==> src/rtl/mem_access_ctrl.sv <==
// Load/store access controller: alignment check, word-aligned bus request with byte enables,
// ack/timeout handling and sign/zero-extended load return.
module mem_access_ctrl #(
    parameter int unsigned TIMEOUT = 255
) (
    input  logic        clk,
    input  logic        resetn,
    input  logic        req_valid,
    input  logic [2:0]  req_type,
    input  logic [31:0] req_addr,
    input  logic [31:0] req_wdata,
    output logic        req_ready,
    output logic        stall,
    output logic        resp_valid,
    output logic [31:0] resp_rdata,
    output logic        adel,
    output logic        ades,
    output logic        bus_err,
    output logic        mem_req,
    output logic        mem_wr,
    output logic [3:0]  mem_be,
    output logic [31:0] mem_addr,
    output logic [31:0] mem_wdata,
    input  logic        mem_ack,
    input  logic [31:0] mem_rdata
);

    typedef enum logic [1:0] {StIdle, StBus, StResp} state_t;

    localparam logic [7:0] CntLast = 8'(TIMEOUT - 1);

    state_t      state;
    logic [7:0]  cnt;
    logic [2:0]  acc_type;
    logic [1:0]  acc_off;

    logic        is_store;
    logic        is_half;
    logic        is_word;
    logic        misaligned;
    logic [3:0]  be_next;
    logic [31:0] wdata_next;
    logic [7:0]  ld_byte;
    logic [15:0] ld_half;
    logic [31:0] rdata_ext;

    always_comb begin
        is_store   = (req_type >= 3'd5);
        is_half    = (req_type == 3'd2) || (req_type == 3'd3) || (req_type == 3'd6);
        is_word    = (req_type == 3'd4) || (req_type == 3'd7);
        misaligned = (is_half && req_addr[0]) || (is_word && (req_addr[1:0] != 2'b00));
        be_next    = 4'b1111;
        wdata_next = req_wdata;
        case (req_type)
            3'd5: begin
                be_next    = 4'b0001 << req_addr[1:0];
                wdata_next = {4{req_wdata[7:0]}};
            end
            3'd6: begin
                be_next    = req_addr[1] ? 4'b1100 : 4'b0011;
                wdata_next = {2{req_wdata[15:0]}};
            end
            default: ;
        endcase
    end

    always_comb begin
        ld_byte = mem_rdata[{acc_off, 3'b000} +: 8];
        ld_half = mem_rdata[{acc_off[1], 4'b0000} +: 16];
        case (acc_type)
            3'd0:    rdata_ext = {{24{ld_byte[7]}}, ld_byte};
            3'd1:    rdata_ext = {24'h0, ld_byte};
            3'd2:    rdata_ext = {{16{ld_half[15]}}, ld_half};
            3'd3:    rdata_ext = {16'h0, ld_half};
            3'd4:    rdata_ext = mem_rdata;
            default: rdata_ext = 32'h0;  // stores return no data
        endcase
    end

    assign req_ready = (state == StIdle);
    assign stall     = req_valid & ~resp_valid;

    always_ff @(posedge clk or negedge resetn) begin
        if (!resetn) begin
            state      <= StIdle;
            cnt        <= 8'h0;
            acc_type   <= 3'd0;
            acc_off    <= 2'd0;
            resp_valid <= 1'b0;
            resp_rdata <= 32'h0;
            adel       <= 1'b0;
            ades       <= 1'b0;
            bus_err    <= 1'b0;
            mem_req    <= 1'b0;
            mem_wr     <= 1'b0;
            mem_be     <= 4'h0;
            mem_addr   <= 32'h0;
            mem_wdata  <= 32'h0;
        end else begin
            case (state)
                StIdle: begin
                    if (req_valid) begin
                        acc_type <= req_type;
                        acc_off  <= req_addr[1:0];
                        if (misaligned) begin
                            state      <= StResp;
                            resp_valid <= 1'b1;
                            adel       <= ~is_store;
                            ades       <= is_store;
                        end else begin
                            state     <= StBus;
                            cnt       <= 8'h0;
                            mem_req   <= 1'b1;
                            mem_wr    <= is_store;
                            mem_be    <= be_next;
                            mem_addr  <= {req_addr[31:2], 2'b00};
                            mem_wdata <= wdata_next;
                        end
                    end
                end
                StBus: begin
                    // ack takes priority over a timeout in the same cycle
                    if (mem_ack) begin
                        state      <= StResp;
                        mem_req    <= 1'b0;
                        mem_wr     <= 1'b0;
                        resp_valid <= 1'b1;
                        resp_rdata <= rdata_ext;
                    end else if (cnt == CntLast) begin
                        state      <= StResp;
                        mem_req    <= 1'b0;
                        mem_wr     <= 1'b0;
                        resp_valid <= 1'b1;
                        bus_err    <= 1'b1;
                    end else begin
                        cnt <= cnt + 8'd1;
                    end
                end
                StResp: begin
                    state      <= StIdle;
                    resp_valid <= 1'b0;
                    resp_rdata <= 32'h0;
                    adel       <= 1'b0;
                    ades       <= 1'b0;
                    bus_err    <= 1'b0;
                end
                default: state <= StIdle;
            endcase
        end
    end

endmodule

==> config.mk <==
export PLATFORM = sky130hd
export DESIGN_NAME = mem_access_ctrl
export DESIGN_NICKNAME = d
export VERILOG_FILES = /design/src/rtl/mem_access_ctrl.sv
export SDC_FILE = /design/constraint.sdc
export NUM_CORES = 1
export LEC_CHECK = 0
export ABC_AREA = 1
export CAP_MARGIN = 20
export CORE_MARGIN = 1.5
export CORE_UTILIZATION = 41
export DETAILED_ROUTE_END_ITERATION = 8
export HOLD_SLACK_MARGIN = 0.03
export PLACE_DENSITY = 0.77
export RECOVER_POWER = 50
export SETUP_SLACK_MARGIN = 0.1
export SLEW_MARGIN = 15
export SYNTH_ARGS = -nofsm -noshare
export SYNTH_HDL_FRONTEND = slang
export SYNTH_SLANG_ARGS = --single-unit
==> constraint.sdc <==
create_clock -name clk -period 1.6 [get_ports clk]
set_clock_uncertainty 0.05 [all_clocks]
set_input_delay 0.32 -clock clk [delete_from_list [all_inputs] [get_ports clk]]
set_output_delay 0.32 -clock clk [all_outputs]
set_load 0.01 [all_outputs]
==> flow_metrics.env, run 1 <==
export IMPL_cts_root_buf="clkbuf_16"
export IMPL_wl_mm=24.9
export IMPL_grt_pass1_wl_mm=30.8
export IMPL_cp_cell_sequence="inv_2 > ha_4 > buf_6 > nand4_4 > buf_12 > inv_16 > clkbuf_16 > nand2_4 > nand2_2"
export IMPL_num_nets_final=1172
export IMPL_grt_pass1_vias=6157
export IMPL_clk_pin_slew_ps=50
export IMPL_async_flop_share_pct=100
export IMPL_cpMaxStageDelayCell="dfrtp_1"
export IMPL_yosysTopAreaCell="dfrtp_1"
export IMPL_cp_arrival_ps=1940
export IMPL_via_per_inst=5.43
export IMPL_cts_sinks=119
export IMPL_synth_area_leaders="dfrtp_1 51%, nand2_1 26%, nand3_1 4.6%"
export IMPL_min_path_cells=4
export IMPL_worst_slack_ps=-29.5
export IMPL_yosysTopAreaCellShare_pct=50.7
export IMPL_clk_insertion_delay_late_ps=420
export IMPL_worst_ep_required_time_ps=1910
export IMPL_clk_path_buf_depth=2
export IMPL_die_w_um=123
export IMPL_synth_warning_count=0
export IMPL_cts_buffers=17
export IMPL_slew_violations=0
export IMPL_synth_most_common_cell="nand2_1"
export IMPL_initial_utilization_pct=42.2
export IMPL_synth_cell_types=28
export IMPL_slew_headroom_pct=53.8
export IMPL_place_congestion=0.851
export IMPL_globalRouteMet1Util_pct=31.9
export IMPL_route_detailed_drc=0
export IMPL_grt_antenna_before_repair=1
export IMPL_worstRegToRegCells=9
export IMPL_max_freq_mhz=614
export IMPL_syn_inst=788
export IMPL_hold_violations=0
export IMPL_synth_common_cells="405 x nand2_1, 119 x dfrtp_1, 54 x nand3_1"
export IMPL_wl_per_cell_um=19.8
export IMPL_crit_fanout=8
export IMPL_status="finished, violations left"
export IMPL_h_tree_depth=4
export IMPL_yosysSeqAreaShare_pct=50.7
export IMPL_ant_nets=0
export IMPL_synth_edff_count=0
export IMPL_crit_type="reg2reg"
export IMPL_drt_iter0_drc=534
export IMPL_final_fill_count=873
export IMPL_dr_pass1_iters=7
export IMPL_std_cell_rows=43
export IMPL_synth_seq_cells=119
export IMPL_worstHoldPathType="in2reg"
export IMPL_pin_count=211
export IMPL_grt_max_degree=38
export IMPL_cts_tree="done"
export IMPL_layout_min_cycle_time_ps=1630
export IMPL_die_area_um2=15100
export IMPL_dp_hpwl_mm=12.8
export IMPL_tightest_slew_ps=693
export IMPL_fin_hold_ws_ps=322
export IMPL_die_h_um=123
export IMPL_synth_area_per_cell_um2=7.46
export IMPL_violations="negative setup slack"
export IMPL_cpPeakStageDelay_ps=390
export IMPL_end_kind="flip-flop"
export IMPL_powerDensity_nw_per_um2=1840
export IMPL_peakVddDrop_v=0.00106
export IMPL_track_usage_pct=27.0
export IMPL_synth_ff_type="dfrtp_1"
export IMPL_vias=6825
export IMPL_area_growth_syn_to_layout_pct=75.9
export IMPL_busiest_layer="met2"
export IMPL_report_power_total_uw=19100
export IMPL_rsz0062_at_grt="true"
export IMPL_grt_ovfl_total=0
export IMPL_grtUsageMet3_pct=9.34
export IMPL_fin_crit_sh_pct=102
export IMPL_final_setup_viol_count=9
export IMPL_post_route_util_pct=74.2
export IMPL_use_met2_pct=44.9
export IMPL_power_leakage_uw=0.00536
export IMPL_syn_area_um2=5880
export IMPL_core_um2=13900
export IMPL_startpoint_type="flip-flop"
export IMPL_drive_above_1_share_pct=28.2
export IMPL_max_cap_viol_count=0
export IMPL_io_buffers=208
[sequential cells by signal, summed over array words and instances (netlist names), 2 cells and up]
register    cells
acc_off         2
acc_type        3
cnt             8
mem_addr       30
mem_be          4
mem_wdata      32
resp_rdata     32
state           2
[critical path, delay by kind of cell (launching register included)]
kind / cells / cell delay, ps
DFF: 1 / 390
and+or+nand+nor: 3 / 250
adders and majority gates: 1 / 150
buffers and inverters: 5 / 710
[where the power goes]
| group | switching (µW) | total, µW | leakage, µW | internal, µW |
|---|---|---|---|---|
| registers | 995 | 5310 | 0.00153 | 4320 |
| logic | 5440 | 10100 | 0.00356 | 4660 |
| clock network | 1410 | 3640 | 0.000275 | 2230 |
[layer usage]
layer  wire [µm]  vias up  share of wire (%)
li1            -     3055                  -
met1        8970     3221                 36
met2       12100      443                 49
met3        2550      106                 10
met4        1270        0                5.1
met5           0        -                  0
[cells by family after synthesis]
group	share of synthesized area, %
AOI/OAI and AO/OA	7.96
DFF	50.7
buffers and inverters	5.73
and+or+nand+nor	34.0
other	0.0638
adders and majority gates	1.28
xor gates and xnor gates	0.298
[metrics by stage]
| stage | setup slack, ps | TNS (ps) | cells | instance area [µm²] |
|---|---|---|---|---|
| floorplan | 41.4 | 0 | 789 | 5920 |
| global placement | -330 | -20670 | 1191 | 8550 |
| detailed placement | -379 | -24730 | 1191 | 8550 |
| CTS | -35.4 | -1090 | 1244 | 9590 |
| global route | -95.7 | -2210 | 1256 | 10300 |
| finish | -29.5 | -102 | 1256 | 10300 |
[timing repair]
action	4_1_cts	5_1_grt
endpoints found under the hold margin	24	0
pin swaps	15	46
hold buffers	1	0
buffers inserted	11	7
cloned	10	6
endpoints found under the setup margin	217	144
gates resized for setup	190	233
[final timing paths]
kind	to	from	slack, ps
min reg2reg	resp_rdata[25]$_DFFE_PN0P_	resp_rdata[25]$_DFFE_PN0P_	420
min	acc_type[0]$_DFFE_PN0P_	req_type[0]	320
max in group asynchronous	mem_addr[7]$_DFFE_PN0P_	resetn	180
max reg2reg	mem_addr[8]$_DFFE_PN0P_	state[0]$_DFFE_PN0P_	-30
max	mem_addr[8]$_DFFE_PN0P_	state[0]$_DFFE_PN0P_	-30
min in group asynchronous	resp_rdata[24]$_DFFE_PN0P_	resetn	420
[cell usage in the layout (no fill, tap or decap), types with 7 or more instances in the layout]
cell             netlist  final
nand2_1              405    283
dfrtp_1              119    119
clkdlybuf4s50_1        0     95
nand2_2                0     86
dlygate4sd2_1          0     63
buf_4                  7     43
nand3_1               54     41
clkdlybuf4s15_1        0     37
nand2_4                0     34
inv_1                 32     26
o21ai_0               32     26
clkbuf_16              0     22
o21ai_1               28     19
a21oi_1               19     18
nor2_1                20     16
o21ai_2                0     13
buf_12                 0     13
buf_6                  0     13
inv_2                  7      9
nand3_2                0      9
buf_16                 0      9
or2_2                  8      7
o211ai_1               7      7
[area by class of cell]
type | count | area, µm² | area share, %
tap | 180 | 225 | 2.18
multi-input combinational | 593 | 3290 | 31.8
clock buffer | 22 | 474 | 4.59
inverter | 39 | 170 | 1.65
antenna | 1 | 2.50 | 0.0242
timing repair buffer | 293 | 3120 | 30.2
clock inverter | 9 | 76.3 | 0.738
sequential | 119 | 2980 | 28.8
(Power assumes the default switching activity.)
==> inputs of run 2 (changes only) <==
- CORE_MARGIN: 1.5 -> default
- CORE_UTILIZATION: 41 -> 30
- PLACE_DENSITY: 0.77 -> default
==> flow_metrics.env, run 2 (synthesized netlist as in run 1, its figures left out) <==
export IMPL_crit_type="reg2reg"
export IMPL_grt_pass1_vias=5904
export IMPL_final_fill_count=1803
export IMPL_layout_min_cycle_time_ps=1580
export IMPL_powerDensity_nw_per_um2=1820
export IMPL_ff_latch_area_um2=2980
export IMPL_cts_sinks=119
export IMPL_final_cells=1336
export IMPL_tns_ps=0
export IMPL_max_freq_mhz=631
export IMPL_ant_nets=0
export IMPL_seq_power_share_pct=28.0
export IMPL_dp_hpwl_mm=13.0
export IMPL_report_power_total_uw=18600
export IMPL_internal_power_uw=11300
export IMPL_crit_fanout=7
export IMPL_place_congestion=0.807
export IMPL_startpoint_type="flip-flop"
export IMPL_worst_ep_required_time_ps=1910
export IMPL_hold_violations=0
export IMPL_wl_per_cell_um=15.5
export IMPL_grt_max_degree=78
export IMPL_route_detailed_drc=0
export IMPL_cts_tree="done"
export IMPL_drt_iter0_drc=281
export IMPL_pin_count=211
export IMPL_die_area_um2=20100
export IMPL_io_buffers=208
export IMPL_peakVddDrop_v=0.000969
export IMPL_p_comb_share_pct=51.1
export IMPL_wl_mm=20.7
export IMPL_fin_crit_sh_pct=99.0
export IMPL_area_growth_syn_to_layout_pct=74.6
export IMPL_rsz0062_at_grt="true"
export IMPL_die_w_um=142
export IMPL_core_um2=19000
export IMPL_dr_pass1_iters=5
export IMPL_final_setup_viol_count=0
export IMPL_grt_ovfl_total=0
export IMPL_num_nets_final=1172
export IMPL_cts_buffers=17
export IMPL_clk_pin_slew_ps=60
export IMPL_grt_antenna_before_repair=0
export IMPL_die_h_um=142
export IMPL_post_route_util_pct=54.1
export IMPL_largestRegisters="mem_wdata (32), resp_rdata (32), mem_addr (30)"
export IMPL_worstHoldPathType="in2reg"
export IMPL_status="finished, final reports clean"
export IMPL_std_cell_rows=50
export IMPL_initial_utilization_pct=31.0
export IMPL_antenna_diode_count=0
export IMPL_clockPowerShare_pct=20.9
export IMPL_mostFrequentLayoutCells="289 x nand2_1, 118 x dfrtp_1, 98 x clkdlybuf4s50_1"
export IMPL_tightest_slew_ps=729
export IMPL_max_cap_viol_count=0
export IMPL_h_tree_depth=4
export IMPL_multiInputGateArea_um2=3120
export IMPL_clk_insertion_delay_late_ps=410
export IMPL_grt_pass1_wl_mm=31.0
export IMPL_finalInstanceArea_um2=10300
export IMPL_cts_root_buf="clkbuf_16"
export IMPL_p_sw_uw=7390
export IMPL_startpoint="state[1]$_DFFE_PN0P_"
export IMPL_final_common_cell="nand2_1"
export IMPL_end_kind="flip-flop"
export IMPL_vias=6247
export IMPL_slew_violations=0
export IMPL_reg2reg_from="state[1]$_DFFE_PN0P_"
export IMPL_track_usage_pct=19.9
export IMPL_place_inst=1267
export IMPL_min_from="req_type[0]"
export IMPL_switching_share_pct=39.6
export IMPL_slew_headroom_pct=51.4
export IMPL_clk_path_buf_depth=2
export IMPL_drive_above_1_share_pct=26.3
export IMPL_placed_cell_area_um2=8620
export IMPL_cp_arrival_ps=1890
export IMPL_power_leakage_uw=0.00520
export IMPL_via_per_inst=4.68
-- run 2: worst paths after layout --
check                                        endpoint  cells after the start  slack [ps]
min in group asynchronous    mem_addr[30]$_DFFE_PN0P_                      3         550
max in group asynchronous      acc_off[1]$_DFFE_PN0P_                      3         370
max reg2reg                 mem_wdata[19]$_DFFE_PN0P_                      9          20
min                           acc_type[0]$_DFFE_PN0P_                      4         310
max                         mem_wdata[19]$_DFFE_PN0P_                      9          20
min reg2reg                resp_rdata[28]$_DFFE_PN0P_                      2         420
-- run 2: area by class of cell --
type / count / area share [%]
multi-input combinational: 594 / 30.4
sequential: 119 / 29.0
tap: 260 / 3.17
clock buffer: 18 / 4.18
inverter: 39 / 1.67
clock inverter: 14 / 1.61
timing repair buffer: 292 / 29.9
-- run 2: metrics by stage --
step	setup WS, ps	hold slack (ps)
final	15.9	313
after global routing	-33.2	338
after CTS	38.4	363
after detailed placement	-400	280
after global placement	-348	278
after floorplan	41.4	-25.6
-- run 2: critical path, cell delays in order (launching register included) --
cell       delay (ps)
dfrtp_1           380
inv_2             100
ha_4              170
buf_6             130
nand4_4           120
buf_12            190
inv_12             90
clkbuf_16         170
nand2_2            60
nand2_2            50
-- run 2: repair_timing --
action                                  CTS  global route
cloned                                    5            12
endpoints found under the setup margin  217           158
pin swaps                                43            16
endpoints found under the hold margin   119             0
setup buffers                             8            11
resized for setup                       190           180
hold buffers                              1             0
-- run 2: power by group through the flow --
stage	logic (µW)	clock network, µW	registers [µW]
final	9520	3900	5220
after global routing	10400	4120	5380
after CTS	8290	3970	5120
after detailed placement	8100	0	5090
after global placement	8030	0	5120
after floorplan	3360	0	5590
-- run 2: per-layer routing --
metal / global-route usage, % / part of all wire (%) / vias up
li1: - / - / 3049
met1: 26.4 / 43 / 2915
met2: 30.3 / 46 / 254
met3: 7.13 / 9.3 / 29
met4: 6.23 / 1.8 / 0
met5: 0 / 0 / -
